[config.mk]
export PLATFORM = sky130hd
export DESIGN_NAME = dark_bus_initiator
export DESIGN_NICKNAME = d
export VERILOG_FILES = /design/src/rtl/dark_bus_initiator.sv
export SDC_FILE = /design/constraint.sdc
export NUM_CORES = 1
export LEC_CHECK = 0
export ABC_AREA = 0
export BUFFER_PORTS_ARGS = -buffer_cell sky130_fd_sc_hd__buf_2
export CORE_ASPECT_RATIO = 0.7
export CORE_MARGIN = 4
export CORE_UTILIZATION = 40
export DETAILED_ROUTE_END_ITERATION = 10
export PLACE_DENSITY = 0.69
export REMOVE_ABC_BUFFERS = 1
export SLEW_MARGIN = 20
export SYNTH_ARGS = -nofsm -noshare
export SYNTH_HDL_FRONTEND = slang
export SYNTH_SLANG_ARGS = --single-unit
[constraint.sdc]
create_clock -name clk_i -period 5.24 [get_ports clk_i]
set_clock_uncertainty 0.15 [all_clocks]
set_input_delay 1.048 -clock clk_i [delete_from_list [all_inputs] [get_ports clk_i]]
set_output_delay 1.048 -clock clk_i [all_outputs]
set_load 0.1 [all_outputs]
[src/rtl/dark_bus_initiator.sv]
// Single-outstanding initiator for the XDREQ/XWR/XRD/XDACK peripheral bus.
// A command goes out on the bus one cycle after it is accepted. The result comes back once XDACK arrives or the timeout expires.
module dark_bus_initiator #(
  parameter int unsigned TIMEOUT = 15
) (
  input  logic        clk_i,
  input  logic        rst_i,
  input  logic        cmd_vld_i,
  output logic        cmd_rdy_o,
  input  logic        cmd_wr_i,
  input  logic [31:0] cmd_addr_i,
  input  logic [31:0] cmd_data_i,
  input  logic [3:0]  cmd_be_i,
  output logic        rsp_vld_o,
  input  logic        rsp_rdy_i,
  output logic [31:0] rsp_data_o,
  output logic        rsp_err_o,
  output logic        xdreq_o,
  output logic        xwr_o,
  output logic        xrd_o,
  output logic [3:0]  xbe_o,
  output logic [31:0] xaddr_o,
  output logic [31:0] xatao_o,
  input  logic [31:0] xatai_i,
  input  logic        xdack_i
);

  typedef enum logic [1:0] {IDLE, REQ, RSP} state_t;

  localparam bit         TO_EN   = (TIMEOUT != 0);
  localparam logic [7:0] TO_LAST = 8'(TIMEOUT - 1);

  state_t      state_q;
  logic [7:0]  timer_q, timer_d;
  logic [31:0] rsp_data_q;
  logic        rsp_err_q;
  logic        xdreq_q, xwr_q, xrd_q;
  logic [3:0]  xbe_q;
  logic [31:0] xaddr_q, xatao_q;
  logic        timeout_hit;

  // Saturating so a long wait with the timeout disabled never wraps.
  always_comb begin
    timer_d = (timer_q == 8'hFF) ? timer_q : timer_q + 8'd1;
  end

  assign timeout_hit = TO_EN && (timer_q == TO_LAST);

  always_ff @(posedge clk_i or posedge rst_i) begin
    if (rst_i) begin
      state_q    <= IDLE;
      timer_q    <= '0;
      rsp_data_q <= '0;
      rsp_err_q  <= 1'b0;
      xdreq_q    <= 1'b0;
      xwr_q      <= 1'b0;
      xrd_q      <= 1'b0;
      xbe_q      <= '0;
      xaddr_q    <= '0;
      xatao_q    <= '0;
    end else begin
      case (state_q)
        IDLE: begin
          if (cmd_vld_i) begin
            state_q <= REQ;
            timer_q <= '0;
            xdreq_q <= 1'b1;
            xwr_q   <= cmd_wr_i;
            xrd_q   <= !cmd_wr_i;
            xbe_q   <= cmd_be_i;
            xaddr_q <= cmd_addr_i;
            xatao_q <= cmd_data_i;
          end
        end
        REQ: begin
          // An acknowledge in the final timeout cycle still completes normally.
          if (xdack_i || timeout_hit) begin
            state_q    <= RSP;
            rsp_data_q <= (xdack_i && xrd_q) ? xatai_i : '0;
            rsp_err_q  <= !xdack_i;
            xdreq_q    <= 1'b0;
            xwr_q      <= 1'b0;
            xrd_q      <= 1'b0;
            xbe_q      <= '0;
            xaddr_q    <= '0;
            xatao_q    <= '0;
          end else begin
            timer_q <= timer_d;
          end
        end
        RSP: begin
          if (rsp_rdy_i) state_q <= IDLE;
        end
        default: state_q <= IDLE;
      endcase
    end
  end

  assign cmd_rdy_o  = (state_q == IDLE);
  assign rsp_vld_o  = (state_q == RSP);
  assign rsp_data_o = rsp_data_q;
  assign rsp_err_o  = rsp_err_q;
  assign xdreq_o    = xdreq_q;
  assign xwr_o      = xwr_q;
  assign xrd_o      = xrd_q;
  assign xbe_o      = xbe_q;
  assign xaddr_o    = xaddr_q;
  assign xatao_o    = xatao_q;

endmodule

=== After elaboration in Yosys (flattened, before gate mapping) ===
Index checks and enable logic that the tools add are counted.

* Flip-flop bits (word level): 114
* Bits of input ports: 106
* Output and inout port bits: 106
* Word-level logic and storage cells: 54

* Add/subtract/negate cells: 1
* Equal/unequal tests: 9
* Muxes and demuxes: 24
* Reductions and logical operators: 10

{| class="wikitable"
|+ Operator list
! operator !! count
|-
| two-way mux 32 bit || 4
|-
| one-hot mux 32 bit (2 select lines) || 2
|-
| two-way mux 8 bit || 3
|-
| one-hot mux 8 bit (2 select lines) || 1
|-
| adder 8 x 1 -> 8 bit (second input constant) || 1
|-
| == test 8 x 4 -> 1 bit (second input constant) || 1
|-
| == test 8 bit (second input constant) || 1
|-
| two-way mux 4 bit || 2
|-
| != test 2 bit (second input constant) || 4
|-
| one-hot mux 4 bit (2 select lines) || 1
|-
| two-way mux 2 bit || 3
|-
| one-hot mux 1 bit (2 select lines) || 3
|-
| one-hot mux 2 bit (3 select lines) || 1
|-
| AND reduction 3 bit || 2
|-
| two-way mux 1 bit || 4
|-
| AND reduction 4 bit || 1
|-
| == test 2 x 1 -> 1 bit (second input constant) || 1
|-
| == test 2 bit (second input constant) || 1
|-
| zero test 1 bit || 2
|-
| zero test 2 bit || 1
|-
| != test 2 x 1 -> 1 bit (second input constant) || 1
|-
| AND reduction 2 bit || 1
|-
| nonzero test 2 bit || 1
|-
| logical AND 1 bit || 1
|-
| logical OR 1 bit || 1
|}

=== Depth between registers and ports, before layout ===
Gate-level depths: netlist (run 1).

* Depth after elaboration: 4
* Gate-level depth with buffers: 7
* Gate-level depth less buffers: 7

=== Least setup slack after synthesis (run 1) ===
Ideal clock, no wire load.

* Path type: register to output
* From: register state_q[0]
* To: output rsp_vld_o
* Data arrival time: 1.759 ns
* Data required time: 4.042 ns
* Slack: 2.283 ns
* Cell stages (with the launch flop): 2
* Buffers on the path: 0
* Path through: dfrtp_1 -> nor2b_1

* Longest elaborated chain between the ends: 1

{| class="wikitable"
|+ RTL lines
! element !! line !! text
|-
| start: declaration || 33 || <nowiki>state_t state_q;</nowiki>
|-
| start signal: assignment || 51 || <nowiki>state_q <= IDLE;</nowiki>
|-
| start signal: assignment || 65 || <nowiki>state_q <= REQ;</nowiki>
|-
| start signal: assignment || 78 || <nowiki>state_q <= RSP;</nowiki>
|-
| == test 2 bit || 100 || <nowiki>assign rsp_vld_o = (state_q == RSP);</nowiki>
|-
| end: declaration || 14 || <nowiki>output logic rsp_vld_o,</nowiki>
|}

No other way between the ends.

=== Worst setup path in the final report (run 1) ===
* From: input xdack_i
* To: register xaddr_q[16], in the netlist xaddr_o[16]

* Longest elaborated chain between the ends: 3

{| class="wikitable"
|+ RTL lines
! element !! line !! text
|-
| start: declaration || 25 || <nowiki>input logic xdack_i</nowiki>
|-
| logical OR 1 bit || 77 || <nowiki>if (xdack_i || timeout_hit) begin</nowiki>
|-
| != test 2 bit (no line) || - ||
|-
| AND reduction 3 bit (no line) || - ||
|-
| end signal: assignment || 71 || <nowiki>xaddr_q <= cmd_addr_i;</nowiki>
|-
| end: declaration || 39 || <nowiki>logic [31:0] xaddr_q, xatao_q;</nowiki>
|}

No other way between the ends.
A chain may end at the register's enable or synchronous reset.

==> run summary, run 1 <==
Yosys top cell area share -> 0.596
total of cells resized after clock tree synthesis -> 0
post-synthesis adder-cell area fraction -> 0.00523
XOR/XNOR Fraction of Synth Area -> 0
largest family of logic cells by synthesized area -> simple AND/OR/NAND/NOR gates
die height -> 99.5 um
synthesized instance count -> 520
largest net degree at the start of global routing -> 87
routability cong. -> 0.837
compound-cell area share of the yosys netlist -> 0.147
Synth Flop Type -> dfrtp_1
Reg area -> 2850 um2
yosys warns -> 0
Total Neg Setup Slack -> 0 ps
setup violators final -> 0
CP startpoint kind -> input pin
ANT cells -> 0
Worst-Skew Late Latency -> 410 ps
endpoint class of the critical path -> flip-flop
Seq cells post-synth -> 114
nets@finish -> 824
CP required -> 5360 ps
post-synth top area cell -> dfrtp_1
clock sinks -> 114
clock-pin slew on the worst setup and hold paths -> 50 ps
dpl hpwl -> 9120 um
Via density -> 5.02
CTS max path bufs -> 2
Post-synth EDFFs -> 0
total gr overflow -> 0
total CTS buffers -> 17
most common cell after layout, fill and taps aside -> buf_2
Synth Cell Area -> 4790 um2
area of the multi-input gates -> 1750 um2
crit path time final -> 2790 ps
Final Hold Viols -> 0
Max Clock Freq -> 0.358 GHz
Hold Path Class -> reg -> reg
CTS tree -> built
status -> finished, final reports clean
initial drt markers -> 387
FILL cells -> 1050
Synth Area in Simple Gates -> 0.209
routed vias -> 4452
H-tree levels -> 4
final wirelength -> 13600 um
critical path class -> in -> reg
Top Ports -> 212
final-report max-slew violation count -> 0
antenna viol nets, final -> 0
hold_buf cts -> 0
core area -> 11700 um2
post-route clock period utilization -> 0.533
register area share after synthesis -> 0.596
initial antenna violation count -> 0
TritonRoute pass-1 iters -> 5
detailed-route DRC error count -> 0
I/O Buffers -> 211
most frequent cells in the layout -> buf_2 (211), nand2_1 (175), dfrtp_1 (114), o21ai_0 (89), nand4_1 (33)
Area growth, synth to finish -> 37.4%
die area -> 13800 um2
root cell of the clock tree -> clkbuf_16
starting density of the core -> 0.410
CP Data Arrival Time -> 2910 ps
mux share of post-synthesis cell area -> 0.00209
Post-synth ARST share -> 1.00
Die Wd -> 139 um
GRT Overall Usage -> 0.192
first-pass GRT wire length -> 21500 um
vias in the first global route -> 4222
drt wl/cell -> 15.4 um
RSZ-0062 raised after global routing -> false
top cells by area, synth -> dfrtp_1 (60%), nand2_1 (14%), o21ai_0 (9.3%)
Cell variety after synth -> 40
flop-to-flop setup slack -> 2610 ps
max_cap viols -> 0
setup bufs post-CTS -> 0
syn avg cell area -> 9.20 um2
Worst Tran Pin Value -> 928 ps
share of cells above drive strength 1 -> 0.355
Row Count -> 33
Slew HR -> 0.379
CP max FO -> 36
[state kept, by name, indices dropped and copies added, names as in the netlist]
| signal | cells |
|---|---|
| rsp_data_o | 32 |
| xaddr_o | 32 |
| xatao_o | 32 |
| timer_q | 8 |
| xbe_o | 4 |
| state_q | 2 |
| rsp_err_o | 1 |
| xdreq_o | 1 |
| xrd_o | 1 |
| xwr_o | 1 |
[critical path: stages]
cell	delay (ps)
buf_2	510
a21oi_2	60
buf_4	260
nor2_4	400
buf_16	240
buf_4	240
o21ai_0	120
[worst paths after layout]
kind / end / start / cells past startpoint
max reg2reg: xaddr_o[16]$_DFFE_PP0P_ / timer_q[0]$_DFFE_PP0P_ / 9
max in group asynchronous: rsp_data_o[27]$_DFFE_PP0P_ / rst_i / 3
min: rsp_data_o[31]$_DFFE_PP0P_ / rsp_data_o[31]$_DFFE_PP0P_ / 2
min reg2reg: rsp_data_o[31]$_DFFE_PP0P_ / rsp_data_o[31]$_DFFE_PP0P_ / 2
min in group asynchronous: xaddr_o[12]$_DFFE_PP0P_ / rst_i / 2
max: xaddr_o[16]$_DFFE_PP0P_ / xdack_i / 7
[cell type report]
class                           count  share of cell area
Clock buffer                       23              0.0742
Clock inverter                      9              0.0194
Inverter                            4             0.00304
Multi-Input combinational cell    359               0.266
Sequential cell                   114               0.434
Tap cell                          157              0.0299
Timing Repair Buffer              220               0.174
[metrics by stage]
step                area (um2)  hold slack, ps  setup slack [ps]   util  cells
floorplan                 4600             369               986      -    477
global placement          5930             329              1830  0.508    853
global route              6580             377              2330  0.563    886
CTS                       6550             349              2180  0.560    885
finish                    6580             347              2450  0.563    886
detailed placement        5930             337              1760  0.508    853
[cell usage after synthesis, types with 3 or more instances]
| cell | number |
|---|---|
| a21oi_1 | 3 |
| clkbuf_1 | 31 |
| nand4_1 | 33 |
| nand2_1 | 176 |
| inv_1 | 3 |
| buf_2 | 10 |
| nor3_1 | 3 |
| o21ai_1 | 14 |
| nand3_1 | 5 |
| dfrtp_1 | 114 |
| o21ai_0 | 89 |
| nor2_1 | 4 |
[routing by layer]
layer | global-route usage | share of wire
met4 | 0.0789 | 0.020
met3 | 0.0548 | 0.056
met5 | 0 | 0
met2 | 0.291 | 0.47
met1 | 0.263 | 0.45
[cell families (layout without fill, tap and decap cells)]
logic type / Yosys count / after routing
DFF: 114 / 114
adders and majority gates: 2 / 2
muxes: 1 / 1
buffers and inverters: 47 / 256
and+or+nand+nor: 230 / 230
AOI/OAI and AO/OA: 126 / 126
Power of run 1 is not shown: default switching activity piles up to over one toggle a cycle in this logic, so the estimate is an artifact.
==> inputs of run 2 (changes only) <==
PLACE_DENSITY = 0.72   (was 0.69)
clock period = 2.3 ns   (was 5.24 ns; I/O delays follow)
==> run summary, run 2 (synthesized netlist as in run 1, its figures left out) <==
status -> finished, final reports clean
Die Wd -> 139 um (unchanged)
Reg area -> 2850 um2 (unchanged)
Slew HR -> 0.656 (+0.277)
max_cap viols -> 0 (unchanged)
drt wl/cell -> 15.8 um (+2.5%)
CP required -> 1690 ps (-3670 ps)
Via density -> 5.19 (+3.2%)
I/O Buffers -> 211 (unchanged)
dpl hpwl -> 9970 um (+9.4%)
CTS max path bufs -> 2 (unchanged)
final-report max-slew violation count -> 0 (unchanged)
largest net degree at the start of global routing -> 58 (-33%)
Area growth, synth to finish -> 38.2%
Max Clock Freq -> 0.476 GHz
post-route clock period utilization -> 0.914
GRT Overall Usage -> 0.208 (+0.0158)
CP Data Arrival Time -> 1490 ps (-1420 ps)
CP startpoint kind -> flip-flop
endpoint class of the critical path -> output port
routed vias -> 4616 (+3.7%)
FILL cells -> 1046 (-0.38%)
first-pass GRT wire length -> 23400 um (+9.1%)
CTS tree -> built
Worst-Skew Late Latency -> 400 ps (about the same)
root cell of the clock tree -> clkbuf_16
total gr overflow -> 0 (unchanged)
H-tree levels -> 4 (unchanged)
area of the multi-input gates -> 1750 um2 (unchanged)
Worst Tran Pin Value -> 519 ps (-408 ps)
RSZ-0062 raised after global routing -> false
most common cell after layout, fill and taps aside -> buf_2
clock sinks -> 114 (unchanged)
die area -> 13800 um2 (unchanged)
critical path class -> reg -> out
core area -> 11700 um2 (unchanged)
Final Util -> 0.566 (+0.00321)
total of cells resized after clock tree synthesis -> 0 (unchanged)
share of cells above drive strength 1 -> 0.357 (+0.00215)
Hold Path Class -> in -> reg
vias in the first global route -> 4597 (+8.9%)
ANT cells -> 0 (unchanged)
routability cong. -> 0.782 (-6.6%)
detailed-route DRC error count -> 0 (unchanged)
initial antenna violation count -> 0 (unchanged)
final wirelength -> 14000 um (+3.0%)
die height -> 99.5 um (unchanged)
starting density of the core -> 0.410 (unchanged)
total CTS buffers -> 17 (unchanged)
antenna viol nets, final -> 0 (unchanged)
TritonRoute pass-1 iters -> 5 (unchanged)
Final Hold Viols -> 0 (unchanged)
CP max FO -> 4 (-89%)
crit path time final -> 2100 ps
clock-pin slew on the worst setup and hold paths -> 50 ps (about the same)
nets@finish -> 829 (+0.61%)
setup violators final -> 0 (unchanged)
initial drt markers -> 290 (-25%)
Row Count -> 33 (unchanged)
Top Ports -> 212 (unchanged)
most frequent cells in the layout -> buf_2 (210), nand2_1 (175), dfrtp_1 (114), o21ai_0 (89), nand4_1 (33)
[run 2: changes by cell type in the layout (fill, tap and decap cells not counted)]
cell	delta
buf_12	+5
clkbuf_8	-2
buf_16	-1
buf_2	-1
buf_4	+1
bufinv_16	-1
clkinv_2	+1
clkinvlp_4	+1
dlygate4sd3_1	+1
inv_4	+1
inv_6	-1
[run 2: final cells by class]
cell class,instances,share of cell area
Clock buffer,21,0.0696
Clock inverter,10,0.0166
Inverter,4,0.00265
Multi-Input combinational cell,359,0.264
Sequential cell,114,0.431
Tap cell,157,0.0297
Timing Repair Buffer,225,0.186
[run 2: final timing paths]
kind | startpoint | endpoint | slack [ps] | cells after the start
min reg2reg | rsp_data_o[10]$_DFFE_PP0P_ | rsp_data_o[10]$_DFFE_PP0P_ | 340 | 2
min | cmd_data_i[27] | xatao_o[27]$_DFFE_PP0P_ | 110 | 3
min in group asynchronous | rst_i | rsp_data_o[13]$_DFFE_PP0P_ | 480 | 3
max | state_q[0]$_DFFE_PP0P_ | cmd_rdy_o | 200 | 2
max reg2reg | timer_q[0]$_DFFE_PP0P_ | timer_q[1]$_DFFE_PP0P_ | 290 | 6
max in group asynchronous | rst_i | xatao_o[18]$_DFFE_PP0P_ | 900 | 4
[run 2: worst max-delay path, stage by stage, from the launching register on]
cell and delay, ps:
dfrtp_1 400, nor2_1 210, buf_2 480
[run 2: routing by layer]
metal  track usage  wire, um
met4        0.0865       351
met5             0         0
met2         0.332      6810
met1         0.276      6040
met3        0.0505       825
[run 2: metrics by stage]
stage / setup TNS [ps] / cells / hold slack, ps / instance area, um2 / setup slack (ps)
after floorplan: -278540 / 477 / 369 / 4600 / -1950
after global placement: 0 / 858 / 325 / 6030 / 385
after detailed placement: 0 / 858 / 332 / 6030 / 307
after CTS: 0 / 890 / 96.8 / 6610 / 184
after global routing: 0 / 890 / 110 / 6610 / 101
final: 0 / 890 / 114 / 6610 / 198
[run 2: repair_timing]
action / in CTS / in global routing
hold endpoints to repair: 33 / 0
setup buffers: 0 / 0
setup endpoints to repair: 0 / 0
hold buffers: 1 / 0
Power of run 2 is left out for the same reason.
